<file path="src/rtl/alu_issue_ctrl_if.sv">
// Request/response and ALU-side signal bundle for the ALU issue controller.
// The slave modport is the controller; the master modport is its environment.
interface alu_issue_ctrl_if #(
  parameter int unsigned CNT_W = 16
) ();
  localparam int unsigned DW = 8;
  localparam int unsigned SW = 3;

  // Request port
  logic          req_valid;
  logic          req_ready;
  logic [SW-1:0] req_op;
  logic [DW-1:0] req_a;
  logic [DW-1:0] req_b;
  logic          req_use_acc;

  // ALU operand/result side
  logic [DW-1:0] alu_a;
  logic [DW-1:0] alu_b;
  logic [SW-1:0] alu_s;
  logic [DW-1:0] alu_acc;
  logic [DW-1:0] alu_mulh;
  logic [DW-1:0] alu_flag;

  // Response port and status
  logic             rsp_valid;
  logic             rsp_ready;
  logic [DW-1:0]    rsp_result;
  logic [DW-1:0]    rsp_mulh;
  logic [DW-1:0]    rsp_flag;
  logic [DW-1:0]    acc_q;
  logic [CNT_W-1:0] op_count;

  modport slave (
    input  req_valid, req_op, req_a, req_b, req_use_acc,
    input  alu_acc, alu_mulh, alu_flag,
    input  rsp_ready,
    output req_ready,
    output alu_a, alu_b, alu_s,
    output rsp_valid, rsp_result, rsp_mulh, rsp_flag, acc_q, op_count
  );

  modport master (
    output req_valid, req_op, req_a, req_b, req_use_acc,
    output alu_acc, alu_mulh, alu_flag,
    output rsp_ready,
    input  req_ready,
    input  alu_a, alu_b, alu_s,
    input  rsp_valid, rsp_result, rsp_mulh, rsp_flag, acc_q, op_count
  );
endinterface

</file>
<file path="src/rtl/alu_issue_ctrl.sv">
// Issue sequencer in front of an 8-bit combinational ALU: registers a request onto
// the ALU inputs, captures the ALU outputs one cycle later, and holds the result on
// a valid/ready response port and in an accumulator that later requests can chain from.
module alu_issue_ctrl #(
  parameter logic [7:0]  ACC_INIT = 8'h00,
  parameter int unsigned CNT_W    = 16
) (
  input logic             clk,
  input logic             rst_n,
  alu_issue_ctrl_if.slave bus
);
  localparam int unsigned DW = 8;
  localparam int unsigned SW = 3;
  localparam logic [SW-1:0] OP_MUL = SW'(7);

  typedef enum logic [1:0] {
    IDLE = 2'd0,
    EXEC = 2'd1,
    RESP = 2'd2
  } state_t;

  state_t           r_state;
  state_t           w_state_nxt;
  logic             w_req_ready;
  logic             w_accept;
  logic             w_capture;
  logic             w_rsp_done;

  logic [DW-1:0]    r_alu_a;
  logic [DW-1:0]    r_alu_b;
  logic [SW-1:0]    r_alu_s;
  logic             r_rsp_valid;
  logic [DW-1:0]    r_rsp_result;
  logic [DW-1:0]    r_rsp_mulh;
  logic [DW-1:0]    r_rsp_flag;
  logic [DW-1:0]    r_acc;
  logic [CNT_W-1:0] r_op_count;

  // State register
  always_ff @(posedge clk or negedge rst_n) begin
    if (!rst_n) r_state <= IDLE;
    else        r_state <= w_state_nxt;
  end

  // Next state and handshake decode; ready never looks at req_valid
  always_comb begin
    w_state_nxt = r_state;
    w_req_ready = 1'b0;
    w_capture   = 1'b0;
    w_rsp_done  = 1'b0;
    case (r_state)
      IDLE: begin
        w_req_ready = 1'b1;
      end
      EXEC: begin
        w_capture   = 1'b1;
        w_state_nxt = RESP;
      end
      RESP: begin
        w_req_ready = bus.rsp_ready;
        w_rsp_done  = bus.rsp_ready;
      end
      default: w_state_nxt = IDLE;
    endcase
    w_accept = bus.req_valid & w_req_ready;
    if (w_accept)                 w_state_nxt = EXEC;
    else if (w_rsp_done)          w_state_nxt = IDLE;
  end

  // Operand/opcode registers driving the ALU; held outside of an accept
  always_ff @(posedge clk or negedge rst_n) begin
    if (!rst_n) begin
      r_alu_a <= '0;
      r_alu_b <= '0;
      r_alu_s <= '0;
    end else if (w_accept) begin
      r_alu_a <= bus.req_use_acc ? r_acc : bus.req_a;
      r_alu_b <= bus.req_b;
      r_alu_s <= bus.req_op;
    end
  end

  // Response capture after the ALU has settled for a full cycle
  always_ff @(posedge clk or negedge rst_n) begin
    if (!rst_n) begin
      r_rsp_result <= '0;
      r_rsp_mulh   <= '0;
      r_rsp_flag   <= '0;
      r_acc        <= ACC_INIT;
    end else if (w_capture) begin
      r_rsp_result <= bus.alu_acc;
      r_rsp_mulh   <= (r_alu_s == OP_MUL) ? bus.alu_mulh : '0;
      r_rsp_flag   <= bus.alu_flag;
      r_acc        <= bus.alu_acc;
    end
  end

  // Response valid: set on capture, cleared when the consumer takes it
  always_ff @(posedge clk or negedge rst_n) begin
    if (!rst_n)          r_rsp_valid <= 1'b0;
    else if (w_capture)  r_rsp_valid <= 1'b1;
    else if (w_rsp_done) r_rsp_valid <= 1'b0;
  end

  // Saturating count of completed operations
  always_ff @(posedge clk or negedge rst_n) begin
    if (!rst_n) begin
      r_op_count <= '0;
    end else if (w_capture && (r_op_count != {CNT_W{1'b1}})) begin
      r_op_count <= r_op_count + CNT_W'(1);
    end
  end

  assign bus.req_ready  = w_req_ready;
  assign bus.alu_a      = r_alu_a;
  assign bus.alu_b      = r_alu_b;
  assign bus.alu_s      = r_alu_s;
  assign bus.rsp_valid  = r_rsp_valid;
  assign bus.rsp_result = r_rsp_result;
  assign bus.rsp_mulh   = r_rsp_mulh;
  assign bus.rsp_flag   = r_rsp_flag;
  assign bus.acc_q      = r_acc;
  assign bus.op_count   = r_op_count;
endmodule

</file>
<file path="src/flat_wrapper.sv">
// flat-port wrapper written by rule: the top's interface ports become plain ports
module alu_issue_ctrl_flat 
#(
  parameter logic [7:0]  ACC_INIT = 8'h00,
  parameter int unsigned CNT_W    = 16
)
  (clk, rst_n, bus_req_valid, bus_req_op, bus_req_a, bus_req_b, bus_req_use_acc, bus_alu_acc, bus_alu_mulh, bus_alu_flag, bus_rsp_ready, bus_req_ready, bus_alu_a, bus_alu_b, bus_alu_s, bus_rsp_valid, bus_rsp_result, bus_rsp_mulh, bus_rsp_flag, bus_acc_q, bus_op_count);
  alu_issue_ctrl_if #(.CNT_W(CNT_W)) bus_i ();
  input logic clk;
  input logic rst_n;
  input wire logic [$bits(bus_i.req_valid)-1:0] bus_req_valid;
  input wire logic [$bits(bus_i.req_op)-1:0] bus_req_op;
  input wire logic [$bits(bus_i.req_a)-1:0] bus_req_a;
  input wire logic [$bits(bus_i.req_b)-1:0] bus_req_b;
  input wire logic [$bits(bus_i.req_use_acc)-1:0] bus_req_use_acc;
  input wire logic [$bits(bus_i.alu_acc)-1:0] bus_alu_acc;
  input wire logic [$bits(bus_i.alu_mulh)-1:0] bus_alu_mulh;
  input wire logic [$bits(bus_i.alu_flag)-1:0] bus_alu_flag;
  input wire logic [$bits(bus_i.rsp_ready)-1:0] bus_rsp_ready;
  output wire logic [$bits(bus_i.req_ready)-1:0] bus_req_ready;
  output wire logic [$bits(bus_i.alu_a)-1:0] bus_alu_a;
  output wire logic [$bits(bus_i.alu_b)-1:0] bus_alu_b;
  output wire logic [$bits(bus_i.alu_s)-1:0] bus_alu_s;
  output wire logic [$bits(bus_i.rsp_valid)-1:0] bus_rsp_valid;
  output wire logic [$bits(bus_i.rsp_result)-1:0] bus_rsp_result;
  output wire logic [$bits(bus_i.rsp_mulh)-1:0] bus_rsp_mulh;
  output wire logic [$bits(bus_i.rsp_flag)-1:0] bus_rsp_flag;
  output wire logic [$bits(bus_i.acc_q)-1:0] bus_acc_q;
  output wire logic [$bits(bus_i.op_count)-1:0] bus_op_count;
  assign bus_i.req_valid = bus_req_valid;
  assign bus_i.req_op = bus_req_op;
  assign bus_i.req_a = bus_req_a;
  assign bus_i.req_b = bus_req_b;
  assign bus_i.req_use_acc = bus_req_use_acc;
  assign bus_i.alu_acc = bus_alu_acc;
  assign bus_i.alu_mulh = bus_alu_mulh;
  assign bus_i.alu_flag = bus_alu_flag;
  assign bus_i.rsp_ready = bus_rsp_ready;
  assign bus_req_ready = bus_i.req_ready;
  assign bus_alu_a = bus_i.alu_a;
  assign bus_alu_b = bus_i.alu_b;
  assign bus_alu_s = bus_i.alu_s;
  assign bus_rsp_valid = bus_i.rsp_valid;
  assign bus_rsp_result = bus_i.rsp_result;
  assign bus_rsp_mulh = bus_i.rsp_mulh;
  assign bus_rsp_flag = bus_i.rsp_flag;
  assign bus_acc_q = bus_i.acc_q;
  assign bus_op_count = bus_i.op_count;
  alu_issue_ctrl #(.ACC_INIT(ACC_INIT), .CNT_W(CNT_W)) u_core (.clk(clk), .rst_n(rst_n), .bus(bus_i));
endmodule
</file>
<file path="config.mk">
export PLATFORM = sky130hd
export DESIGN_NAME = alu_issue_ctrl_flat
export DESIGN_NICKNAME = d
export VERILOG_FILES = /design/src/rtl/alu_issue_ctrl_if.sv /design/src/rtl/alu_issue_ctrl.sv /design/src/flat_wrapper.sv
export SDC_FILE = /design/constraint.sdc
export NUM_CORES = 1
export LEC_CHECK = 0
export CELL_PAD_IN_SITES_DETAIL_PLACEMENT = 1
export CELL_PAD_IN_SITES_GLOBAL_PLACEMENT = 2
export CORE_ASPECT_RATIO = 1.1
export CORE_MARGIN = 2
export CORE_UTILIZATION = 27
export DETAILED_ROUTE_END_ITERATION = 7
export PLACE_DENSITY = 0.9
export SKIP_LAST_GASP = 1
export SYNTH_ARGS = -nofsm -noshare
export SYNTH_HDL_FRONTEND = slang
export SYNTH_SLANG_ARGS = --single-unit
</file>
<file path="constraint.sdc">
create_clock -name clk -period 4.3 [get_ports clk]
set_clock_uncertainty 0.05 [all_clocks]
set_input_delay 0.645 -clock clk [delete_from_list [all_inputs] [get_ports clk]]
set_output_delay 0.645 -clock clk [all_outputs]
set_load 0.01 [all_outputs]
</file>
### After elaboration in Yosys (flattened, before gate mapping)

Index checks and enable logic that the tools add are counted.

* $add $sub $neg: 1
* equal/unequal tests: 5
* mux-type cells: 10
* bitwise operators: 1
* reductions and logical operators: 4

Operators with widths (count)
* $add A16 B1 Y16 const B: 1
* $mux W8: 2
* $ne A16 B16 Y1 const B: 1
* $mux W1: 4
* $mux W2: 2
* $pmux W2 S2: 1
* $eq A3 B3 Y1 const B: 1
* $ne A3 B1 Y1 const B: 1
* $eq A2 B1 Y1 const B: 1
* $eq A2 B2 Y1 const B: 1
* $logic_not A2 Y1: 1
* $pmux W1 S2: 1
* $reduce_bool A2 Y1: 1
* $reduce_or A2 Y1: 1
* $and A1 B1 Y1: 1
* $logic_and A1 B1 Y1: 1

* register bits after elaboration: 62
* bits of input ports: 48

### Logic depth before layout (Yosys ltp)

Gate-level depths: netlist of run 1.

* depth in word-level cells: 5
* depth in mapped cells: 5
* mapped depth without buffers: 5

### Worst setup path after synthesis of run 1

OpenSTA, ideal clock, no wires.

* kind: register -> register
* start point: reg u_core.r_op_count[0] (netlist: u_core.bus.op_count[0])
* end point: reg u_core.r_op_count[14] (netlist: u_core.bus.op_count[14])
* library setup time: 0.128 ns
* data arrival time: 1.697 ns
* data required time: 4.122 ns
* slack: 2.425 ns
* stages on the path, launching flop included: 6
* buffers on the path: 0
* period minus slack after synthesis: 1.875 ns
* path through: dfrtp_1 > ha_1 > nand2_1 > or3_1 > nor3_1 > mux2_1

* word-level cells in the longest chain between the ends: 2
* elaborated cells between the ends (all ways): 3
* those cells by class: 1 x add/sub; 1 x eq/ne; 1 x reduce/logical

RTL lines
* start, declared: RTL line alu_issue_ctrl.sv:37 `logic [CNT_W-1:0] r_op_count;`
* start signal, assigned: RTL line alu_issue_ctrl.sv:110 `r_op_count <= r_op_count + CNT_W'(1);`
* branches (longest 2 deep; another with $add A16 B1 Y16)

Several ways; the timed one is not identified.
A chain may end at the register's enable or synchronous reset.

### Final worst setup path of run 1

* start point: in bus_rsp_ready
* end point: out bus_req_ready

* word-level cells in the longest chain between the ends: 1

RTL lines
* start, declared: RTL line flat_wrapper.sv:19 `input wire logic [$bits(bus_i.rsp_ready)-1:0] bus_rsp_ready;`
* $pmux W1 S2: RTL line alu_issue_ctrl.sv:51 `case (r_state)`
* end, declared: RTL line flat_wrapper.sv:20 `output wire logic [$bits(bus_i.req_ready)-1:0] bus_req_ready;`

No other way between the ends.

==> flow_summary.ini, run 1 <==
[global_route]
grt_use_met2 = 0.231
busiest_layer = met2
grt_use_met1 = 0.173
grt_pass1_vias = 2360
grt_use_met3 = 0.0517
grt_max_degree = 33
grt_pass1_wl_um = 11900
grt_util_all_layers = 0.141
antenna_found_initial = 1
grt-ovfl-total = 0

[critical_path]
end_kind = output pin
cp-start-kind = input port
slowest_delay_ns = 0.57
critPathCapture = bus_req_ready
startpoint = bus_rsp_ready
cp_num_buf_inv = 2
cp_data_required_time_ns = 3.61
cp.arrival_ns = 2.02
path_max_fanout = 2
crit_family = buffers and inverters
cp_cell_sequence = clkdlybuf4s50_1 > nand2b_1 > nor2b_1 > clkdlybuf4s50_1
slowest_stage = clkdlybuf4s50_1
reg2reg_to = u_core.bus.rsp_mulh[6]$_DFFE_PN0P_
cp.depth = 4
crit_top_cell = clkdlybuf4s50_1
r2r_start = u_core.r_state[1]$_DFFE_PN0P_
reg2reg_slack_ns = 2.06
worstSetupPathType = input port to output pin
reg2reg_depth = 4

[timing]
fmax_mhz = 368
rsz0062_at_grt = no
period_minus_slack_ns = 2.71
fin_crit_sh = 0.631
relSlewSlack = 0.369
tightest_slew_ns = 0.947
setup_tns_ns = 0
finalSetupViolCount = 0
drv_slew = 0
hold_violations = 0

[synthesis]
yosys.area.top_type_share = 0.581
synth_ff_type = dfrtp_1
synthCells = 229
synth_most_common_cell = dfrtp_1
synthTopCellsByCount = dfrtp_1 (62), nand2_1 (54), mux2_1 (24)
ys_async_sr_fraction = 1.00
netlist_area_mm2 = 0.00267
yosysWarnings = 0
syn_nets = 278
seq_area_frac_synth = 0.581
synthTopCellsByArea = dfrtp_1 (58%), mux2_1 (10%), nand2_1 (7.6%), mux2_2 (3.8%), a22o_1 (2.6%)
yosysTopAreaCell = dfrtp_1
syn_area_per_cell_um2 = 11.7
synth_edf_count = 0
ys_ff_latch = 62
ys_types = 34

[cts]
clk_latency_ns = 0.33
cts_tree = done
post-cts-setup-buffers = 0
cts_resized = 0
htreeDepth = 3
path_clk_slew_ns = 0.07
cts_sinks = 62
clock_path_buffers = 2
cts_inserted_buffers = 9
cts_root_buf = clkbuf_8
cts_hold_buf = 0

[floorplan]
dieWidth_um = 98.9
die_h_um = 108
core_mm2 = 0.00975
pin_count = 117
dieArea_mm2 = 0.0107
rows = 38
start_util = 0.274

[pwr]
swShare = 0.305
ir_worst_vdd_mv = 0.260
seqPwrFrac = 0.401
comb_power_share = 0.359
clkPwrFrac = 0.240
leakagePower_uw = 0.00177
switchingPower_uw = 663
power_density_mw_per_mm2 = 528
internal_power_uw = 1510

[finish]
syn2layout_area_growth_pct = 53.7
drive_gt1_frac = 0.0951
stdcell_area_mm2 = 0.00411
multi_input_area_mm2 = 0.00102
regArea_mm2 = 0.00155
finalNetCount = 391
finalNonFillerCells = 468
fillers = 1067

[route]
drtIter0Drc = 57
via_per_inst = 4.61
first_pass_iters = 4
wire_per_inst_um = 15.9
vias = 2157
drt_wl_total_um = 7450
drc = 0
ant_nets = 0

[place]
gp_congestion = 0.724
portBuffers = 116
place_inst = 451
dpl.hpwl_um = 5580
placed_cell_area_mm2 = 0.00390

[run]
cap_violations = 0

[hold_path]
hp-class = input port to async pin

[outcome]
status = complete, no violations
[registers in the layout, indices dropped and copies added, names as in the netlist]
name	count
u_core.bus.rsp_valid	1
u_core.bus.op_count	16
u_core.bus.rsp_flag	8
u_core.bus.alu_b	8
u_core.bus.alu_s	3
u_core.bus.alu_a	8
u_core.r_state	2
u_core.bus.rsp_mulh	8
u_core.bus.acc_q	8
[cell type report]
class                      count  area share
clock buffer                  13      0.0387
timing repair buffer         118       0.285
antenna                        1    0.000609
tap                          120      0.0366
clock inverter                 3      0.0104
inverter                       2     0.00183
sequential                    62       0.378
multi-input combinational    149       0.249
[power groups by stage]
| stage | Clock [uW] | Sequential (uW) | Combinational [uW] |
|---|---|---|---|
| 2_1_floorplan | 0 | 939 | 255 |
| 6_report | 521 | 870 | 780 |
| 3_5_place_dp | 0 | 884 | 794 |
| 3_3_place_gp | 0 | 873 | 777 |
| 4_1_cts | 535 | 875 | 798 |
| 5_1_grt | 561 | 898 | 846 |
[worst min-delay path by stage]
stage,startpoint,endpoint,depth (start not counted)
after floorplan,rst_n,u_core.bus.acc_q[0]$_DFFE_PN0P_,0
after global placement,u_core.bus.rsp_flag[5]$_DFFE_PN0P_,u_core.bus.rsp_flag[5]$_DFFE_PN0P_,2
after detailed placement,u_core.bus.rsp_flag[1]$_DFFE_PN0P_,u_core.bus.rsp_flag[1]$_DFFE_PN0P_,2
after CTS,rst_n,u_core.bus.op_count[1]$_DFFE_PN0P_,1
after global routing,rst_n,u_core.bus.op_count[0]$_DFFE_PN0P_,1
final,rst_n,u_core.bus.op_count[1]$_DFFE_PN0P_,1
[cells by family after synthesis]
logic type / count (synthesis) / share of synthesized area
XOR/XNOR: 9 / 0.0295
AND/OR/NAND/NOR: 90 / 0.164
AO/OA/AOI/OAI: 16 / 0.0445
flip-flops: 62 / 0.581
multiplexers: 33 / 0.139
buffers and inverters: 18 / 0.0375
adder cells (fa/ha/maj): 1 / 0.00468
[cells in the final DEF (no fill, tap or decap), types with 2 or more instances in the layout]
cell and n:
nand3_1 6, o21ai_0 3, mux2_1 24, nand2b_1 3, inv_1 2, nor3_1 2
and3_1 2, nor2_1 7, nand4_1 3, clkdlybuf4s50_1 115, nand2_1 54, a22o_1 8
nand4_2 2, buf_4 2, nor4_2 2, clkbuf_8 11, xor2_1 5, dfrtp_1 62
a21oi_1 2, clkbuf_1 2, xnor2_1 4, mux2_2 9
[per-stage QoR]
stage / hold WS, ns / setup slack [ns] / total power, uW / utilization
2_1_floorplan: 0.299 / 2.43 / 1190 / -
3_3_place_gp: 0.408 / 1.56 / 1650 / 0.401
3_5_place_dp: 0.420 / 1.45 / 1680 / 0.401
4_1_cts: 0.327 / 1.59 / 2210 / 0.421
5_1_grt: 0.353 / 1.53 / 2310 / 0.421
6_report: 0.306 / 1.59 / 2170 / 0.421
[metal layers]
| metal | vias to the layer above | routed length [um] |
|---|---|---|
| met2 | 68 | 3640 |
| met5 | - | 0 |
| met4 | 0 | 82 |
| met3 | 8 | 626 |
| met1 | 1076 | 3110 |
| li1 | 1005 | - |
(Power assumes the default switching activity.)
==> run 2: changes to the inputs <==
--- a/config.mk
+++ b/config.mk
@@ -9,9 +9,9 @@
 export CELL_PAD_IN_SITES_GLOBAL_PLACEMENT = 2
 export CORE_ASPECT_RATIO = 1.1
 export CORE_MARGIN = 2
-export CORE_UTILIZATION = 27
+export CORE_UTILIZATION = 25
 export DETAILED_ROUTE_END_ITERATION = 7
-export PLACE_DENSITY = 0.9
+export PLACE_DENSITY = 0.85
 export SKIP_LAST_GASP = 1
 export SYNTH_ARGS = -nofsm -noshare
 export SYNTH_HDL_FRONTEND = slang
==> constraint.sdc (replaced) <==
create_clock -name clk -period 2.81 [get_ports clk]
set_clock_uncertainty 0.05 [all_clocks]
set_input_delay 0.4215 -clock clk [delete_from_list [all_inputs] [get_ports clk]]
set_output_delay 0.4215 -clock clk [all_outputs]
set_load 0.01 [all_outputs]
==> flow_summary.ini, run 2 (synthesis results as in run 1) <==
[route]
via_per_inst = 4.42
first_pass_iters = 4
wire_per_inst_um = 15.1
drc = 0
drtIter0Drc = 48
drt_wl_total_um = 7440
ant_nets = 0
vias = 2176

[timing]
fin_crit_sh = 0.787
finalSetupViolCount = 0
period_minus_slack_ns = 2.21
fmax_mhz = 452
fin_hold_ws_ns = 0.120
tightest_slew_ns = 0.757
hold_violations = 0
setup_tns_ns = 0
rsz0062_at_grt = no
relSlewSlack = 0.495
drv_slew = 0

[global_route]
grt_util_all_layers = 0.141
grt-ovfl-total = 0
grt_pass1_vias = 2384
grt_pass1_wl_um = 12500
antenna_found_initial = 0
grt_max_degree = 34

[critical_path]
path_max_fanout = 2
reg2reg_depth = 5
cp.arrival_ns = 1.74
reg2reg_to = u_core.bus.op_count[14]$_DFFE_PN0P_
end_kind = output pin
crit_family = buffers and inverters
cp_num_buf_inv = 2
worstSetupPathType = input port to output pin
slowest_delay_ns = 0.56
reg2reg_slack_ns = 0.76
slowest_stage = clkdlybuf4s50_1
crit_top_cell = clkdlybuf4s50_1
cp-start-kind = input port
r2r_start = u_core.bus.op_count[0]$_DFFE_PN0P_
cp_data_required_time_ns = 2.34
cp_cell_sequence = clkdlybuf4s50_1 > nand2b_1 > nor2b_1 > clkdlybuf4s50_1

[finish]
fillers = 1152
stdcell_area_mm2 = 0.00422
syn2layout_area_growth_pct = 58.0
drive_gt1_frac = 0.0917
layout_commonest_cell = clkdlybuf4s50_1
finalNetCount = 393
antenna_cells = 0
layout_common_cells = clkdlybuf4s50_1 (115), dfrtp_1 (62), nand2_1 (54)
largest_register_ffs = 16
multi_input_area_mm2 = 0.00102
finalNonFillerCells = 492
regArea_mm2 = 0.00155

[floorplan]
dieWidth_um = 103
core_mm2 = 0.0104
rows = 39
start_util = 0.257
pin_count = 117
die_h_um = 112
dieArea_mm2 = 0.0115

[cts]
post-cts-setup-buffers = 0
cts_resized = 0
cts_tree = done
htreeDepth = 3
cts_root_buf = clkbuf_16
clk_latency_ns = 0.32
cts_inserted_buffers = 9
path_clk_slew_ns = 0.05
cts_hold_buf = 0
clock_path_buffers = 2
cts_sinks = 62

[pwr]
ir_worst_vdd_mv = 0.297
power_density_mw_per_mm2 = 833
leakagePower_uw = 0.00182

[hold_path]
hp-class = input port to async pin

[outcome]
status = complete, no violations

[run]
cap_violations = 0

[place]
place_inst = 476
dpl.hpwl_um = 5360
portBuffers = 116
gp_congestion = 0.732
placed_cell_area_mm2 = 0.00396
[run 2: cell types whose count changed in the layout (fill, tap and decap cells not counted), sizes merged]
cell      previous run  this run
bufinv               1         0
clkinvlp             1         0
clkbuf              13        15
buf                  3         5
diode                1         0
[run 2: final cells by class]
cell class	count	share of cell area
inverter	2	0.00178
clock inverter	1	0.00119
timing repair buffer	120	0.284
tap	143	0.0424
sequential	62	0.367
clock buffer	15	0.0610
multi-input combinational	149	0.242
[run 2: metal layers]
layer  vias up  part of all wire  global-route usage
met2        68              0.49               0.228
met4         0             0.019              0.0649
met3        11             0.062              0.0380
li1       1013                 -                   -
met1      1084              0.43               0.173
met5         -                 0                   0
[run 2: worst max path at each step]
| stage | start | to | depth (start not counted) |
|---|---|---|---|
| final | bus_rsp_ready | bus_req_ready | 4 |
| after global routing | bus_rsp_ready | bus_req_ready | 4 |
| after CTS | bus_rsp_ready | bus_req_ready | 4 |
| after detailed placement | bus_rsp_ready | bus_req_ready | 4 |
| after global placement | bus_rsp_ready | bus_req_ready | 4 |
| after floorplan | u_core.bus.op_count[0]$_DFFE_PN0P_ | u_core.bus.op_count[14]$_DFFE_PN0P_ | 5 |
[run 2: power breakdown]
part | leakage, uW | switching [uW] | internal (uW)
registers | 0.000783 | 193 | 1140
logic | 0.000905 | 485 | 716
clock network | 0.000128 | 361 | 620
total | 0.00182 | 1040 | 2480
[run 2: stage by stage]
step | power (uW) | util | setup slack, ns
2_1_floorplan | 1830 | - | 0.935
3_3_place_gp | 2530 | 0.381 | 0.639
3_5_place_dp | 2580 | 0.381 | 0.596
4_1_cts | 3590 | 0.406 | 0.582
5_1_grt | 3750 | 0.406 | 0.499
6_report | 3520 | 0.406 | 0.599
